File: src/rtl/tick_rate_pkg.sv
// tick_rate_pkg: shared elaboration helpers for the tick-rate timebase.
//   clog2      - ceiling log2 (returns 0 for v <= 1).
//   step_of    - accumulator increment for rate mode m (base**m).
//   clamp_mode - folds out-of-range mode requests onto the fastest mode.
package tick_rate_pkg;

    function automatic int unsigned clog2(input longint unsigned v);
        int unsigned r;
        r = 0;
        for (int unsigned i = 0; i < 63; i++) begin
            if ((64'd1 << i) < v) begin
                r = i + 1;
            end
        end
        return r;
    endfunction

    function automatic longint unsigned step_of(input int unsigned m,
                                                input int unsigned base);
        longint unsigned s;
        s = 1;
        for (int unsigned i = 0; i < m; i++) begin
            s = s * base;
        end
        return s;
    endfunction

    function automatic int unsigned clamp_mode(input int unsigned m,
                                               input int unsigned num_modes);
        return (m >= num_modes) ? num_modes - 1 : m;
    endfunction

endpackage

File: src/rtl/tick_rate_gen_in_sync.sv
// in_sync: two-flop synchroniser for asynchronous board inputs, with an
// optional rising-edge strobe taken after synchronisation.
//   clk_i   - destination clock
//   rst_ni  - asynchronous active-low reset, clears every flop
//   d_i     - asynchronous input bits
//   q_o     - synchronised copy of d_i (2-cycle latency)
//   rise_o  - one-cycle strobe per synchronised 0->1 transition (EDGE=1),
//             constant zero otherwise
module in_sync #(
    parameter int unsigned W    = 1,
    parameter bit          EDGE = 1'b0
) (
    input  logic         clk_i,
    input  logic         rst_ni,
    input  logic [W-1:0] d_i,
    output logic [W-1:0] q_o,
    output logic [W-1:0] rise_o
);

    logic [W-1:0] meta_q;
    logic [W-1:0] sync_q;
    logic [W-1:0] prev_q;

    always_ff @(posedge clk_i or negedge rst_ni) begin
        if (!rst_ni) begin
            meta_q <= '0;
            sync_q <= '0;
            prev_q <= '0;
        end else begin
            meta_q <= d_i;
            sync_q <= meta_q;
            prev_q <= sync_q;
        end
    end

    assign q_o    = sync_q;
    assign rise_o = EDGE ? (sync_q & ~prev_q) : '0;

endmodule

File: src/rtl/tick_rate_gen.sv
// tick_rate_gen: board timebase. A remainder-carry accumulator divides clk
// down to TICK_HZ (mode 0) or RATE_BASE**mode times faster, with pause and
// single-step, a square-wave companion, a modulo tick counter and a
// free-running display-scan strobe.
//   clk       - board clock
//   rst_n     - asynchronous active-low reset
//   en        - run enable (async level)
//   mode      - requested rate mode (async), clamped to NUM_MODES-1
//   step_req  - single-step request (async level), honoured while paused
//   tick      - one-cycle tick strobe
//   sq        - toggles on every tick
//   scan_tick - one-cycle strobe every 2**SCAN_LOG2 cycles
//   tick_cnt  - tick count modulo CNT_MOD
//   cnt_wrap  - strobe with the tick that wraps tick_cnt to 0
//   mode_q    - rate mode currently applied
module tick_rate_gen
    import tick_rate_pkg::*;
#(
    parameter int unsigned CLK_HZ    = 50_000_000,
    parameter int unsigned TICK_HZ   = 1,
    parameter int unsigned NUM_MODES = 4,
    parameter int unsigned RATE_BASE = 5,
    parameter int unsigned SCAN_LOG2 = 16,
    parameter int unsigned CNT_MOD   = 60,
    localparam int unsigned MODE_W   = (clog2(NUM_MODES) < 1) ? 1 : clog2(NUM_MODES),
    localparam int unsigned CNT_W    = (clog2(CNT_MOD) < 1) ? 1 : clog2(CNT_MOD)
) (
    input  logic              clk,
    input  logic              rst_n,
    input  logic              en,
    input  logic [MODE_W-1:0] mode,
    input  logic              step_req,
    output logic              tick,
    output logic              sq,
    output logic              scan_tick,
    output logic [CNT_W-1:0]  tick_cnt,
    output logic              cnt_wrap,
    output logic [MODE_W-1:0] mode_q
);

    localparam int unsigned TERMINAL = CLK_HZ / TICK_HZ;
    // Headroom for acc (< TERMINAL) plus one step (<= TERMINAL).
    localparam int unsigned ACC_W    = clog2(2 * 64'(TERMINAL));
    localparam logic [ACC_W-1:0] TERM_V   = ACC_W'(TERMINAL);
    localparam logic [CNT_W-1:0] CNT_LAST = CNT_W'(CNT_MOD - 1);

    if (step_of(NUM_MODES - 1, RATE_BASE) > 64'(TERMINAL) || TERMINAL < 2) begin : g_cfg_err
        $error("tick_rate_gen: RATE_BASE**(NUM_MODES-1) must not exceed CLK_HZ/TICK_HZ, which must be >= 2");
    end

    logic [ACC_W-1:0] step_tab [NUM_MODES];
    for (genvar g = 0; g < NUM_MODES; g++) begin : g_step
        assign step_tab[g] = ACC_W'(step_of(g, RATE_BASE));
    end

    // Input synchronisation
    logic              en_s;
    logic [MODE_W-1:0] mode_s;
    logic              step_s;
    logic              step_rise;
    logic              unused_en_rise;
    logic [MODE_W-1:0] unused_mode_rise;
    logic              unused_sync;

    in_sync #(.W(1), .EDGE(1'b0)) u_sync_en (
        .clk_i  (clk),
        .rst_ni (rst_n),
        .d_i    (en),
        .q_o    (en_s),
        .rise_o (unused_en_rise)
    );

    in_sync #(.W(MODE_W), .EDGE(1'b0)) u_sync_mode (
        .clk_i  (clk),
        .rst_ni (rst_n),
        .d_i    (mode),
        .q_o    (mode_s),
        .rise_o (unused_mode_rise)
    );

    in_sync #(.W(1), .EDGE(1'b1)) u_sync_step (
        .clk_i  (clk),
        .rst_ni (rst_n),
        .d_i    (step_req),
        .q_o    (step_s),
        .rise_o (step_rise)
    );

    assign unused_sync = ^{unused_en_rise, unused_mode_rise, step_s};

    // State
    logic [ACC_W-1:0]     acc_q, acc_d;
    logic [ACC_W-1:0]     sum;
    logic                 tick_q, tick_d;
    logic                 sq_q, sq_d;
    logic [CNT_W-1:0]     cnt_q, cnt_d;
    logic                 wrap_q, wrap_d;
    logic [MODE_W-1:0]    mode_reg_q, mode_reg_d;
    logic [SCAN_LOG2-1:0] scan_q, scan_d;
    logic                 scan_tick_q, scan_tick_d;

    always_comb begin
        acc_d  = acc_q;
        tick_d = 1'b0;
        sum    = acc_q + step_tab[mode_reg_q];

        // Paused: acc frozen, and a threshold crossing in the same cycle the
        // synced enable drops is simply not evaluated (pause wins).
        if (en_s) begin
            if (sum >= TERM_V) begin
                acc_d  = sum - TERM_V;
                tick_d = 1'b1;
            end else begin
                acc_d = sum;
            end
        end else begin
            tick_d = step_rise;
        end

        // Tick side effects are registered alongside tick itself.
        sq_d   = sq_q ^ tick_d;
        cnt_d  = cnt_q;
        wrap_d = 1'b0;
        if (tick_d) begin
            if (cnt_q == CNT_LAST) begin
                cnt_d  = '0;
                wrap_d = 1'b1;
            end else begin
                cnt_d = cnt_q + CNT_W'(1);
            end
        end

        // Takes effect on the next accumulate; acc is left untouched.
        mode_reg_d = MODE_W'(clamp_mode(32'(mode_s), NUM_MODES));

        scan_d      = scan_q + SCAN_LOG2'(1);
        scan_tick_d = (scan_d == '1);
    end

    always_ff @(posedge clk or negedge rst_n) begin
        if (!rst_n) begin
            acc_q       <= '0;
            tick_q      <= 1'b0;
            sq_q        <= 1'b0;
            cnt_q       <= '0;
            wrap_q      <= 1'b0;
            mode_reg_q  <= '0;
            scan_q      <= '0;
            scan_tick_q <= 1'b0;
        end else begin
            acc_q       <= acc_d;
            tick_q      <= tick_d;
            sq_q        <= sq_d;
            cnt_q       <= cnt_d;
            wrap_q      <= wrap_d;
            mode_reg_q  <= mode_reg_d;
            scan_q      <= scan_d;
            scan_tick_q <= scan_tick_d;
        end
    end

    assign tick      = tick_q;
    assign sq        = sq_q;
    assign scan_tick = scan_tick_q;
    assign tick_cnt  = cnt_q;
    assign cnt_wrap  = wrap_q;
    assign mode_q    = mode_reg_q;

endmodule

File: config.mk
export PLATFORM = sky130hd
export DESIGN_NAME = tick_rate_gen
export DESIGN_NICKNAME = d
export VERILOG_FILES = /design/src/rtl/tick_rate_pkg.sv /design/src/rtl/tick_rate_gen_in_sync.sv /design/src/rtl/tick_rate_gen.sv
export SDC_FILE = /design/constraint.sdc
export NUM_CORES = 1
export LEC_CHECK = 0
export ABC_AREA = 0
export CAP_MARGIN = 20
export CORE_ASPECT_RATIO = 1.2
export CORE_MARGIN = 2
export CORE_UTILIZATION = 50
export DETAILED_ROUTE_END_ITERATION = 8
export PLACE_DENSITY_LB_ADDON = 0.2
export SETUP_SLACK_MARGIN = 0.5
export SYNTH_ARGS = -nofsm -noshare
export SYNTH_HDL_FRONTEND = slang
export SYNTH_SLANG_ARGS = --single-unit
File: constraint.sdc
create_clock -name clk -period 4.1 [get_ports clk]
set_input_delay 0.82 -clock clk [delete_from_list [all_inputs] [get_ports clk]]
set_output_delay 0.82 -clock clk [all_outputs]
set_load 0.01 [all_outputs]
* Word-level counts from Yosys, hierarchy flattened
Index checks and enable logic that the tools add are counted.
Storage, ports and cells: word-level logic and storage cells 36, register bits after elaboration 64, output and inout bits 12
Cells by class: $lt $le $gt $ge 2, add/subtract/negate cells 4, equality and inequality tests 2, muxes and demuxes 9, bitwise operators 4
Operator list (number):
- $mux W27 | 3
- $bmux W27 S2 | 1
- $add A27 B27 Y27 | 1
- $ge A27 B26 Y1 const B | 1
- $sub A27 B26 Y27 const B | 1
- $add A16 B1 Y16 const B | 1
- $eq A16 B16 Y1 const B | 1
- $add A6 B1 Y6 const B | 1
- $eq A6 B6 Y1 const B | 1
- $mux W6 | 1
- $mux W1 | 4
- $ge A3 B3 Y1 const B | 1
- $not A2 Y3 | 1
- $and A1 B1 Y1 | 1
- $not A1 Y1 | 1
- $xor A1 B1 Y1 | 1

* Longest topological paths before layout
Gate-level depths: netlist (run 1).
depth after elaboration 9, mapped depth 14

* By module
A second synthesis (run 1) with hierarchy kept.
Unflattened totals: cells, all modules 500, area total of the unflattened synthesis 4479.3 µm²
By module, submodules not included:
- tick_rate_gen | cells each 485, instances 1, area each 4210.3 µm²
- in_sync at u_sync_mode | cells each 7, instances 1, area each 118.9 µm²
- in_sync at u_sync_step | cells each 4, instances 1, area each 88.8 µm²
- in_sync at u_sync_en | cells each 4, instances 1, area each 61.3 µm²

* Least setup slack after synthesis (run 1)
Ideal clock, no wire load.
path kind reg2reg, start point reg mode_reg_q[0] (netlist: mode_q[0]), end point reg acc_q[8], period minus slack after synthesis 3.827 ns, path slack 0.273 ns, cell stages (with the launch flop) 14, data arrival time 3.749 ns, required time 4.023 ns, setup time 0.077 ns, path through dfrtp_1 > ha_1 > a31oi_1 > a222oi_1 > nor2_1 > xnor2_1 > ha_1 > o31ai_2 > a311o_1 > and2_4 > o21a_4 > nor2_1 > mux2_1 > a21oi_1
On the way: word-level cells in the longest chain between the ends 7, elaborated cells on any way between the ends 8, classes of those cells add/sub (2); order compare (1); mux (4); bitwise (1)
Ends and longest elaborated chain:
- from (decl) | RTL line tick_rate_gen.sv:98 | logic [MODE_W-1:0] mode_reg_q, mode_reg_d;
- from (signal assigned) | RTL line tick_rate_gen.sv:156 | mode_reg_q <= mode_reg_d;
- $not A2 Y3 (not written as such) (*) | RTL line tick_rate_gen.sv:105 | sum = acc_q + step_tab[mode_reg_q];
- $bmux W27 S2 (*) | RTL line tick_rate_gen.sv:105
- $mux W27 (not written as such) (*) (2 in series) | RTL line tick_rate_gen.sv:105
- $add A27 B27 Y27 (*) | RTL line tick_rate_gen.sv:105
- $sub A27 B26 Y27 / $ge A27 B26 Y1 (equally long branches) | RTL line tick_rate_gen.sv:111, tick_rate_gen.sv:110
- $mux W27 (*) | RTL line tick_rate_gen.sv:110 | if (sum >= TERM_V) begin
- to (signal assigned) | RTL line tick_rate_gen.sv:142 | acc_q <= '0;
- to (signal assigned) | RTL line tick_rate_gen.sv:151 | acc_q <= acc_d;
- to (decl) | RTL line tick_rate_gen.sv:92 | logic [ACC_W-1:0] acc_q, acc_d;
Mark *: on every way between the ends. The rest lies on a longest branch, timed or not. The select of a mux whose other input is x is not followed. A chain may end at the register's enable or synchronous reset.

* Worst setup path after layout (run 1)
start point reg mode_reg_q[1] (netlist: mode_q[1]), end point reg acc_q[14]
Same word-level chain as after synthesis.

==> impl_metrics.yaml, run 1 <==
run_status:
  status: "completed"
clocking:
  clockBufferDepth: 2
  clk_latency_ns: 0.33
  root_buffer: "clkbuf_8"
  clock_sinks: 64
  clk_pin_slew_ns: 0.07
  ctsHtreeMaxLevel: 3
  ctsHoldBuffers: 0
  cts_buffers: 9
  cts_tree: "built"
logic_synthesis:
  netlist_instances: 406
  synth.top_cell.area_share_pct: 41.6
  ys_ff_latch: 64
  synth_area_leader_cell: "dfrtp_1"
  synthesis.nets: 421
  synth_edf_count: 0
  avgSynthCellArea_um2: 9.49
  synth_area_mm2: 0.00385
  synth.top_cells.by_area: "dfrtp_1 42%, xnor2_1 9.8%, nor2_1 3.6%"
  ys.warnings.count: 0
  yosysUniqueCellTypes: 64
  async_reset_ff_share_pct: 100
  synth.yosys.seq_area_share_pct: 41.6
  ys.flop_type: "dfrtp_1"
timing:
  slew_headroom_pct: 48.0
  period_needed_ns: 3.56
  hold_viol_final: 0
  final_max_slew_viol_count: 0
  tightest_slew_ns: 0.780
  setup-violations-final: 0
  tns_ns: 0
  worst_hold_slack_ns: 0.347
  grt_setup_unrepaired: "yes"
  setup_slack_ns: 0.545
  finalCritPeriodShare_pct: 86.7
  fin_skew_ns: 0.0101
  fmax_ghz: 0.281
critical_path:
  crit_fanout: 7
  crit_buf_inv: 2
  timing.rr.start: "mode_q[1]"
  cp-end-kind: "flop"
  cp_slowest_cell: "dfrtp_2"
  worstPathCellList: "ha_4 -> o21ai_4 -> a222oi_1 -> buf_4 -> o211a_4 -> nor4_2 -> o31ai_4 -> a311o_1 -> a221oi_4 -> buf_12 -> nor2_4 -> a41oi_2 -> a21boi_2 -> xor2_1"
  startpoint_type: "flop"
  worstPathArrival_ns: 3.78
  cp_top_family: "compound AO/OA/AOI/OAI gates"
  crit_start: "mode_q[1]"
  cp.required_ns: 4.32
  crit_path_max_incr_delay_ns: 0.48
  worst-setup-path-type: "flop to flop"
layout:
  antennaDiodeCount: 0
  final_common_cell: "dfrtp_1"
  fin_cells: 545
  post-route-util_pct: 63.0
  mostFrequentLayoutCells: "62 x dfrtp_1, 40 x xnor2_1, 32 x nand2_1"
  postLayoutCellArea_mm2: 0.00478
  syn_to_final_growth_pct: 23.9
  fill_cells: 637
  fin_nets: 464
  final_layout_size_suffix_gt1_share_pct: 23.2
floorplan:
  die_h_um: 100
  rows: 35
  core_area_mm2: 0.00758
  die_w_um: 84.1
  io-pin-count: 18
  start_util_pct: 50.9
  dieArea_mm2: 0.00843
placement:
  place_ws_ns: 0.353
  globalplace.congestion: 0.959
  port_buffers: 17
  detailed_place_hpwl_um: 5800
  dpl_cell_area_mm2: 0.00421
  dp_cells: 513
pwr:
  power_mw: 2.37
  power_leakage_nw: 1.95
  peakVddDrop_uv: 376
  p_per_area_mw_per_mm2: 496
global_route:
  grt_max_degree: 65
  grt_pass1_vias: 2998
  grt_pass1_wl_um: 14200
  antenna_found_initial: 0
  grt_overflow: 0
  grt_use_total_pct: 21.0
drt:
  drtIter0Drc: 162
  drtPass1Iterations: 4
  drt-vias-per-instance: 5.83
  wl_per_cell_um: 15.5
  remaining_drc_errors: 0
  dr_total_vias: 3179
  totalWireLength_um: 8450
  drtAntennaViolNets: 0
job:
  maxCapViolations: 0
hold_path:
  hold_path.class: "flop to flop"
  min_from: "u_sync_mode.meta_q[0]"
==> repair_timing <==
| action | 4_1_cts | 5_1_grt |
|---|---|---|
| buffers inserted | 1 | 16 |
| gates resized for setup | 6 | 38 |
| gates cloned | 0 | 0 |
| endpoints found under the setup margin | 19 | 27 |
| pin swaps | 1 | 24 |
==> sequential cells by signal, summed over array words and instances, names as in the netlist, 2 cells and up <==
register            cells
tick_cnt                6
scan_q                 16
mode_q                  2
u_sync_mode.q_o         2
acc_q                  27
u_sync_mode.meta_q      2
==> final cells by class <==
type / instances / area [um2] / share of cell area, %
Inverter: 15 / 56.3 / 1.18
Sequential cell: 64 / 1600 / 33.6
Tap cell: 92 / 115 / 2.41
Multi-Input combinational cell: 316 / 2430 / 50.8
Timing Repair Buffer: 43 / 377 / 7.89
Clock inverter: 3 / 42.5 / 0.891
Clock buffer: 12 / 155 / 3.25
==> worst paths after layout <==
check	to	slack, ns	cells past startpoint
max	acc_q[14]	0.54	14
min	u_sync_mode.q_o[0]	0.35	0
max reg2reg	acc_q[14]	0.54	14
min reg2reg	u_sync_mode.q_o[0]	0.35	0
max in group asynchronous	mode_q[0]	2.91	2
min in group asynchronous	mode_q[1]	0.65	2
==> Yosys cell counts, drive strengths merged, types with 4 or more instances <==
master / number
a211oi: 4
a21o: 4
a21oi: 14
and2: 4
and3: 9
buf: 6
clkbuf: 5
dfrtp: 64
ha: 9
inv: 15
mux2: 8
mux2i: 6
nand2: 32
nand3: 22
nand4: 13
nor2: 38
nor2b: 7
nor3: 10
nor4: 5
o21a: 4
o21ai: 19
o31ai: 4
or2: 5
xnor2: 44
xor2: 13
==> per-layer routing <==
layer  track usage [%]  wire, um
met5                 0         0
met4              10.9       313
met3              3.37       267
met2              34.7      4170
met1              26.7      3690
==> kinds of logic (layout without fill, tap and decap cells) <==
family	after synthesis	count (layout)	share of synthesized area, %
AOI/OAI and AO/OA	81	81	15.5
xor gates and xnor gates	57	57	13.1
adders and majority gates	9	9	2.92
buffers and inverters	26	73	2.76
DFF	64	64	41.6
muxes	14	14	3.90
and+or+nand+nor	155	155	20.3
==> power breakdown <==
| part | switching, mW | internal, mW |
|---|---|---|
| combinational | 0.473 | 0.475 |
| clock | 0.237 | 0.310 |
| sequential | 0.142 | 0.729 |
Note: power is estimated with default switching activity, not from simulation.
==> inputs of run 2 (changes only) <==
--- a/config.mk
+++ b/config.mk
@@ -11,6 +11,7 @@
 export CORE_MARGIN = 2
 export CORE_UTILIZATION = 50
 export DETAILED_ROUTE_END_ITERATION = 8
+export DONT_BUFFER_PORTS = 1
 export PLACE_DENSITY_LB_ADDON = 0.2
 export SETUP_SLACK_MARGIN = 0.5
 export SYNTH_ARGS = -nofsm -noshare
==> impl_metrics.yaml, run 2 (synthesis results as in run 1) <==
placement:
  detailed_place_hpwl_um: 5860
  globalplace.congestion: 0.932
  dp_cells: 496
  port_buffers: 0
timing:
  tns_ns: 0
  fin_skew_ns: 0.00826
  fmax_ghz: 0.284
  final_max_slew_viol_count: 0
  setup-violations-final: 0
  grt_setup_unrepaired: "no"
  slew_headroom_pct: 62.8
  tightest_slew_ns: 0.559
  finalCritPeriodShare_pct: 85.8
  hold_viol_final: 0
  period_needed_ns: 3.52
critical_path:
  cp-end-kind: "flop"
  startpoint_type: "flop"
  cp_slowest_cell: "dfrtp_2"
  crit_fanout: 8
  worst-setup-path-type: "flop to flop"
  worstPathArrival_ns: 3.80
  cp_top_family: "compound AO/OA/AOI/OAI gates"
  cp.required_ns: 4.38
  crit_buf_inv: 1
  crit_path_max_incr_delay_ns: 0.50
  crit_top_cell: "o21a_4"
  worstPathCellList: "ha_4 -> o21ai_4 -> a222oi_1 -> buf_4 -> o21a_4 -> nor3_1 -> or3_4 -> a311o_1 -> and2_4 -> o21a_4 -> nor2_4 -> mux2_4 -> a21oi_2"
floorplan:
  start_util_pct: 50.9
  core_area_mm2: 0.00758
  die_w_um: 84.1
  rows: 35
  dieArea_mm2: 0.00843
  io-pin-count: 18
  die_h_um: 100
drt:
  drt-vias-per-instance: 5.89
  wl_met1_um: 3770
  remaining_drc_errors: 0
  route.top_layer_used: "met4"
  drtIter0Drc: 144
  wl_met3_um: 326
  drtPass1Iterations: 4
  wl_per_cell_um: 16.5
  routed-wl-met2_um: 4290
  dr_total_vias: 3091
  drtAntennaViolNets: 0
  totalWireLength_um: 8670
clocking:
  clockBufferDepth: 2
  cts_buffers: 9
  clock_sinks: 64
  clk_latency_ns: 0.35
  cts_tree: "built"
  clk_pin_slew_ns: 0.07
  ctsHtreeMaxLevel: 3
  root_buffer: "clkbuf_8"
  ctsHoldBuffers: 0
layout:
  fill_cells: 644
  mostFrequentLayoutCells: "61 x dfrtp_1, 41 x xnor2_1, 33 x nor2_1"
  final_layout_size_suffix_gt1_share_pct: 22.6
  multi_input_area_mm2: 0.00238
  fin_cells: 525
  final_common_cell: "dfrtp_1"
  largest_register: "acc_q"
  largest_reg_flops: 27
  regArea_mm2: 0.00161
  fin_nets: 443
  syn_to_final_growth_pct: 19.1
  antennaDiodeCount: 0
hold_path:
  hold_path.class: "input pin to asynchronous set/reset pin"
global_route:
  grt_pass1_vias: 3001
  grt_use_total_pct: 21.0
  grt_pass1_wl_um: 14100
  grt_overflow: 0
  grt_max_degree: 65
  antenna_found_initial: 0
pwr:
  power_mw: 2.41
  peakVddDrop_uv: 302
  power_leakage_nw: 1.85
  p_per_area_mw_per_mm2: 526
run_status:
  status: "completed"
job:
  maxCapViolations: 0
[run 2: changes by cell type in the layout (fill, tap and decap cells not counted), sizes merged]
| cell | previous run | this run |
|---|---|---|
| clkdlybuf4s15 | 0 | 1 |
| inv | 15 | 16 |
| bufinv | 1 | 3 |
| clkdlybuf4s50 | 16 | 0 |
| buf | 27 | 21 |
| clkbuf | 12 | 10 |
[run 2: per-stage QoR]
stage / instance area, um2 / hold WS, ns / worst slack (ns) / utilization, %
2_1_floorplan: 3920 / 0.331 / 0.451 / -
3_3_place_gp: 4050 / 0.333 / 0.417 / 53.4
3_5_place_dp: 4050 / 0.335 / 0.331 / 53.4
4_1_cts: 4340 / 0.140 / 0.502 / 57.3
5_1_grt: 4590 / 0.134 / 0.480 / 60.6
6_report: 4590 / 0.159 / 0.580 / 60.6
[run 2: worst paths after layout]
| kind | start | to | slack, ns | cells past startpoint |
|---|---|---|---|---|
| max in group asynchronous | rst_n | acc_q[24] | 3.83 | 0 |
| hold reg to reg | u_sync_en.meta_q | u_sync_en.q_o | 0.35 | 0 |
| setup / recovery | mode_q[1] | acc_q[8] | 0.58 | 13 |
| min in group clk | u_sync_en.meta_q | u_sync_en.q_o | 0.35 | 0 |
| setup reg to reg | mode_q[1] | acc_q[8] | 0.58 | 13 |
| hold / removal | rst_n | mode_q[1] | 0.16 | 0 |
[run 2: cell type report]
type	instances	share of cell area, %
Sequential cell	64	35.0
Tap cell	92	2.51
Clock buffer	10	3.00
Timing Repair Buffer	22	3.95
Clock inverter	6	2.51
Inverter	15	1.23
Multi-Input combinational cell	316	51.8
[run 2: power by group]
group | switching (mW) | internal, mW
Combinational | 0.419 | 0.403
Clock | 0.267 | 0.424
Sequential | 0.170 | 0.729
Total | 0.856 | 1.56
[run 2: routing by layer]
layer | up-vias | GRT usage [%]
li1 | 1498 | -
met1 | 1498 | 26.4
met2 | 73 | 34.2
met3 | 22 | 5.43
met4 | 0 | 9.31
met5 | - | 0
[run 2: worst reg2reg max path, cell delays in order, from the launching register on]
cell and delay (ns):
dfrtp_2 0.50, ha_4 0.32, o21ai_4 0.07, a222oi_1 0.32, buf_4 0.25, o21a_4 0.16, nor3_1 0.04, or3_4 0.39
a311o_1 0.37, and2_4 0.21, o21a_4 0.25, nor2_4 0.15, mux2_4 0.32, a21oi_2 0.11
[run 2: what timing repair did]
item / CTS / global route
cloned: 0 / 1
gates resized for setup: 5 / 30
endpoints found under the setup margin: 24 / 24
buffers inserted: 2 / 10
pin swaps: 2 / 16
==> inputs of run 3 (changes only) <==
--- a/config.mk
+++ b/config.mk
@@ -12,8 +12,8 @@
 export CORE_UTILIZATION = 50
 export DETAILED_ROUTE_END_ITERATION = 8
 export DONT_BUFFER_PORTS = 1
-export PLACE_DENSITY_LB_ADDON = 0.2
-export SETUP_SLACK_MARGIN = 0.5
+export GPL_ROUTABILITY_DRIVEN = 0
+export PLACE_DENSITY_LB_ADDON = 0.1
 export SYNTH_ARGS = -nofsm -noshare
 export SYNTH_HDL_FRONTEND = slang
 export SYNTH_SLANG_ARGS = --single-unit
==> impl_metrics.yaml, run 3 (synthesis results as in run 1) <==
floorplan:
  io-pin-count: 18
  die_w_um: 84.1
  dieArea_mm2: 0.00843
  core_area_mm2: 0.00758
  die_h_um: 100
  start_util_pct: 50.9
  rows: 35
critical_path:
  r2r_cells: 13
  cp.depth: 13
  r2r_slack_ns: 0.28
  crit_buf_inv: 1
  cp.required_ns: 4.38
  worst-setup-path-type: "flop to flop"
  crit_start: "mode_q[1]"
  cp-end-kind: "flop"
  crit_path_max_incr_delay_ns: 0.45
  cp_top_family: "compound AO/OA/AOI/OAI gates"
  worstPathArrival_ns: 4.10
  critPathCapture: "acc_q[8]"
  startpoint_type: "flop"
  worstPathCellList: "ha_1 -> o21ai_1 -> a222oi_1 -> buf_4 -> o211a_1 -> and4_1 -> o31ai_2 -> a311o_1 -> and2_4 -> o21a_4 -> nor2_1 -> mux2_1 -> a21oi_1"
  timing.rr.start: "mode_q[1]"
  crit_fanout: 7
  cp_slowest_cell: "dfrtp_1"
  reg2reg_to: "acc_q[8]"
clocking:
  ctsHtreeMaxLevel: 3
  clk_latency_ns: 0.35
  clockBufferDepth: 2
  cts_tree: "built"
  clock_sinks: 64
  cts_buffers: 9
  clk_pin_slew_ns: 0.07
  root_buffer: "clkbuf_8"
timing:
  setup_slack_ns: 0.277
  fin_skew_ns: 0.00880
  worst_hold_slack_ns: 0.158
  grt_setup_unrepaired: "no"
  setup-violations-final: 0
  tns_ns: 0
  period_needed_ns: 3.82
  hold_viol_final: 0
  tightest_slew_ns: 0.533
  fmax_ghz: 0.262
  final_max_slew_viol_count: 0
  slew_headroom_pct: 64.2
  finalCritPeriodShare_pct: 93.2
global_route:
  grt_pass1_vias: 3025
  grt_overflow: 0
  grt_max_degree: 65
  grt_pass1_wl_um: 14200
  antenna_found_initial: 0
  grt_use_total_pct: 21.3
layout:
  fin_cells: 519
  post-route-util_pct: 55.8
  syn_to_final_growth_pct: 9.61
  fill_cells: 687
  postLayoutCellArea_mm2: 0.00422
  final_layout_size_suffix_gt1_share_pct: 13.3
  largest_reg_flops: 27
  largest_register: "acc_q"
  antennaDiodeCount: 0
  final_common_cell: "dfrtp_1"
  mostFrequentLayoutCells: "64 x dfrtp_1, 43 x xnor2_1, 37 x nor2_1"
  fin_nets: 438
pwr:
  p_per_area_mw_per_mm2: 470
  peakVddDrop_uv: 321
  power_leakage_nw: 1.75
  power_mw: 1.98
placement:
  port_buffers: 0
  dp_cells: 504
  detailed_place_hpwl_um: 5940
  place_ws_ns: 0.198
  dpl_cell_area_mm2: 0.00405
hold_path:
  hold_path.class: "input pin to asynchronous set/reset pin"
drt:
  drtAntennaViolNets: 0
  drtPass1Iterations: 4
  totalWireLength_um: 8210
  dr_total_vias: 3003
  drt-vias-per-instance: 5.79
  wl_per_cell_um: 15.8
  remaining_drc_errors: 0
  drtIter0Drc: 144
run_status:
  status: "completed"
job:
  maxCapViolations: 0
[run 3: cell count changes in the layout (fill, tap and decap cells not counted), sizes merged]
cell	delta
bufinv	-3
buf	-4
clkdlybuf4s15	-1
clkinv	+3
inv	-1
[run 3: how the worst min path moves through the flow]
stage                               start                  to  slack [ns]  cells after the start
global placement    u_sync_mode.meta_q[1]  u_sync_mode.q_o[1]        0.33                      0
global route                        rst_n            acc_q[5]        0.13                      0
CTS                                 rst_n            acc_q[4]        0.14                      0
detailed placement     u_sync_mode.q_o[0]           mode_q[0]        0.33                      0
finish                              rst_n            acc_q[5]        0.16                      0
floorplan              u_sync_mode.q_o[0]           mode_q[0]        0.33                      0
[run 3: repair_timing]
| item | 4_1_cts | 5_1_grt |
|---|---|---|
| hold buffers | 0 | 0 |
| setup buffers | 0 | 0 |
| resized for setup | 0 | 3 |
| setup endpoints to repair | 0 | 2 |
[run 3: cell type report]
cell class	count	area (um2)	area share, %
sequential	64	1600	37.9
clock inverter	5	35.0	0.829
multi-input combinational	316	2160	51.2
inverter	15	56.3	1.33
timing repair buffer	17	128	3.02
clock buffer	10	128	3.02
tap	92	115	2.73
[run 3: worst register-to-register path, delay by kind of cell, from the launching register on]
kind	cells	cell delay, ns
AOI/OAI and AO/OA	7	1.71
and+or+nand+nor	3	0.64
DFF	1	0.45
adders and majority gates	1	0.39
muxes	1	0.34
buffers and inverters	1	0.23
[run 3: where the power goes]
group	total, mW	switching, mW	internal, mW
Clock	0.465	0.250	0.216
Combinational	0.644	0.348	0.296
Sequential	0.875	0.146	0.729
Total	1.98	0.743	1.24
[run 3: per-layer routing]
metal	wire [um]	global-route usage, %	vias to the layer above
li1	-	-	1483
met1	3720	26.9	1437
met2	4010	35.0	70
met3	324	4.19	13
met4	158	10.2	0
met5	0	0	-
==> patch, RTL diff (flow settings as in run 3) <==
Change the parameter `NUM_MODES` from 4 to 8.
--- a/src/rtl/tick_rate_gen.sv
+++ b/src/rtl/tick_rate_gen.sv
@@ -18,7 +18,7 @@
 #(
     parameter int unsigned CLK_HZ    = 50_000_000,
     parameter int unsigned TICK_HZ   = 1,
-    parameter int unsigned NUM_MODES = 4,
+    parameter int unsigned NUM_MODES = 8,
     parameter int unsigned RATE_BASE = 5,
     parameter int unsigned SCAN_LOG2 = 16,
     parameter int unsigned CNT_MOD   = 60,
Interface: changed (resized mode and mode_q); port bits go from 18 to 20. The function was not compared with the original's and may differ.
==> patch against run 3 <==
- sequential cell count rose by 3
- die area rose by 12%
- synthesized area rose by 12%
- worst setup slack got worse by 170 ps
- routed wire length increased by 14%
- count of clock-buffer cells in the layout fell by 1
- final area grew 17%
- critical path type unchanged
- largest cell class unchanged
Power is not compared: it rests on default switching activity, and its combinational part moved more than twofold at a synthesized area within 25%.
==> patch: results (changes against run 3) <==
| Metric | Value |
|---|---|
| Seq/Total Area, Yosys | `0.388 (-0.0279)` |
| Initial antenna violation count | `0 (unchanged)` |
| Post-DP HPWL | `6540 um (+10%)` |
| Clk buf depth | `2 (unchanged)` |
| Worst Clk Skew | `20.4 ps (+11.6 ps)` |
| Power Density | `730 mW/mm^2` |
| Vias in the first global route | `3072 (+1.6%)` |
| Reg clk slew, reported paths | `90 ps (+20 ps)` |
| Sw Share | `0.441` |
| Worst path slowest cell | `a2111oi_4` |
| # diodes | `0 (unchanged)` |
| Sequential power share | `0.295` |
| Peak supply drop | `302 uV` |
| Ys flop type | `dfrtp_1` |
| Clock insertion delay at the later pin of the skew report | `360 ps` |
| Status | `completed` |
| Initial DRC count | `179 (+24%)` |
| Post-CTS Setup Inserts | `0 (unchanged)` |
| GR Util met1 | `0.275 (+0.00558)` |
| Commonest cells in the netlist | `dfrtp_1, nand2_1, xnor2_1` |
| Final Util | `0.586 (+0.0282)` |
| Max reg flops | `27 (unchanged)` |
| Yosys cell types | `85 (+33%)` |
| Root Buffer | `clkbuf_8` |
| Met1 WL | `4180 um (+12%)` |
| Power Clock | `0.518 mW` |
| Met3 Usage GRT | `0.0462 (+0.00426)` |
| Final Routed Wirelength | `9320 um (+14%)` |
| Max FO, Critical Path | `6 (-1)` |
| Pin count of the biggest net entering global routing | `68 (+4.6%)` |
| Residual DRC count | `0 (unchanged)` |
| Max-Cap Viols | `0 (unchanged)` |
| Slew headroom | `0.624 (-0.0183)` |
| Wire length on met2 | `4640 um (+16%)` |
| Worst min path class | `input port to asynchronous set/reset pin` |
| Critical Path Max Stage Delay | `470 ps (+20 ps)` |
| Yosys warning count | `0 (unchanged)` |
| Post-CTS Resized | `1 (+1)` |
| Async S/R FF share, synth | `1.00 (unchanged)` |
| Final Slew Violations | `0 (unchanged)` |
| DR top layer | `met4` |
| Met3 routed WL | `324 um (unchanged)` |
| M2 GR Usage | `0.325 (-0.0247)` |
| Port buffer count | `0 (unchanged)` |
| DR pass1 iterations | `4 (unchanged)` |
| Fin nets | `473 (+8.0%)` |
| Critical path data arrival time | `4260 ps (+160 ps)` |
| Busiest grt layer | `met2` |
| Share of cells above drive strength 1 | `0.237 (+0.103)` |
| Leak | `2.09 nW` |
| Post-DP Area | `0.00455 mm^2 (+12%)` |
| Total number of vias | `3207 (+6.8%)` |
| Fillers | `757 (+10%)` |
| Global Route Usage Sum | `0.205 (-0.00726)` |
| Synth top area cells | `dfrtp_1, xnor2_1, ha_1, xor2_1, nand2_1` |
| Num CTS Buffers | `9 (unchanged)` |
| Congestion Overflow GR | `0 (unchanged)` |
| Syn_nets | `450 (+6.9%)` |
| CTS H-Tree Depth | `3 (unchanged)` |
| First-pass GRT wire length | `15000 um (+5.8%)` |
patch: stage by stage:
step           worst slack, ps  hold WS, ps  cells
3_5_place_dp              33.2          336    547
5_1_grt                  -61.9          127    569
6_report                   110          143    569
2_1_floorplan             48.2          331    424
3_3_place_gp              76.1          333    547
4_1_cts                   53.0          131    563
patch: final cells by class:
cell class / count / area, um^2 / share of cell area
clock buffer: 9 / 124 / 0.0250
tap: 117 / 146 / 0.0295
timing repair buffer: 26 / 204 / 0.0411
inverter: 12 / 45.0 / 0.00908
sequential: 67 / 1680 / 0.338
multi-input combinational: 331 / 2710 / 0.545
clock inverter: 7 / 58.8 / 0.0119
patch: cell families after synthesis:
kind of cell	count (synthesis)	synth area share
xor gates and xnor gates	55	0.115
adders and majority gates	19	0.0550
AOI/OAI and AO/OA	98	0.190
buffers and inverters	26	0.0295
and+or+nand+nor	143	0.181
muxes	16	0.0428
DFF	67	0.388
patch: worst paths after layout:
kind                                       start                  to  slack (ps)  cells after the start
min in group clk           u_sync_mode.meta_q[1]  u_sync_mode.q_o[1]         350                      0
hold / removal                             rst_n            acc_q[4]         140                      0
hold reg to reg            u_sync_mode.meta_q[1]  u_sync_mode.q_o[1]         350                      0
setup reg to reg                       mode_q[1]           acc_q[14]         110                     17
max in group asynchronous                  rst_n           acc_q[16]        3820                      0
setup / recovery                       mode_q[1]           acc_q[14]         110                     17
patch: worst max-delay path: cells and delay by family, from the launching register on:
| family | cells | cell delay, ps |
|---|---|---|
| compound gates | 5 | 1320 |
| xor+xnor | 1 | 120 |
| fa+ha+maj | 2 | 480 |
| buf+inv | 3 | 460 |
| flops | 1 | 440 |
| mux | 1 | 280 |
| simple gates | 5 | 790 |
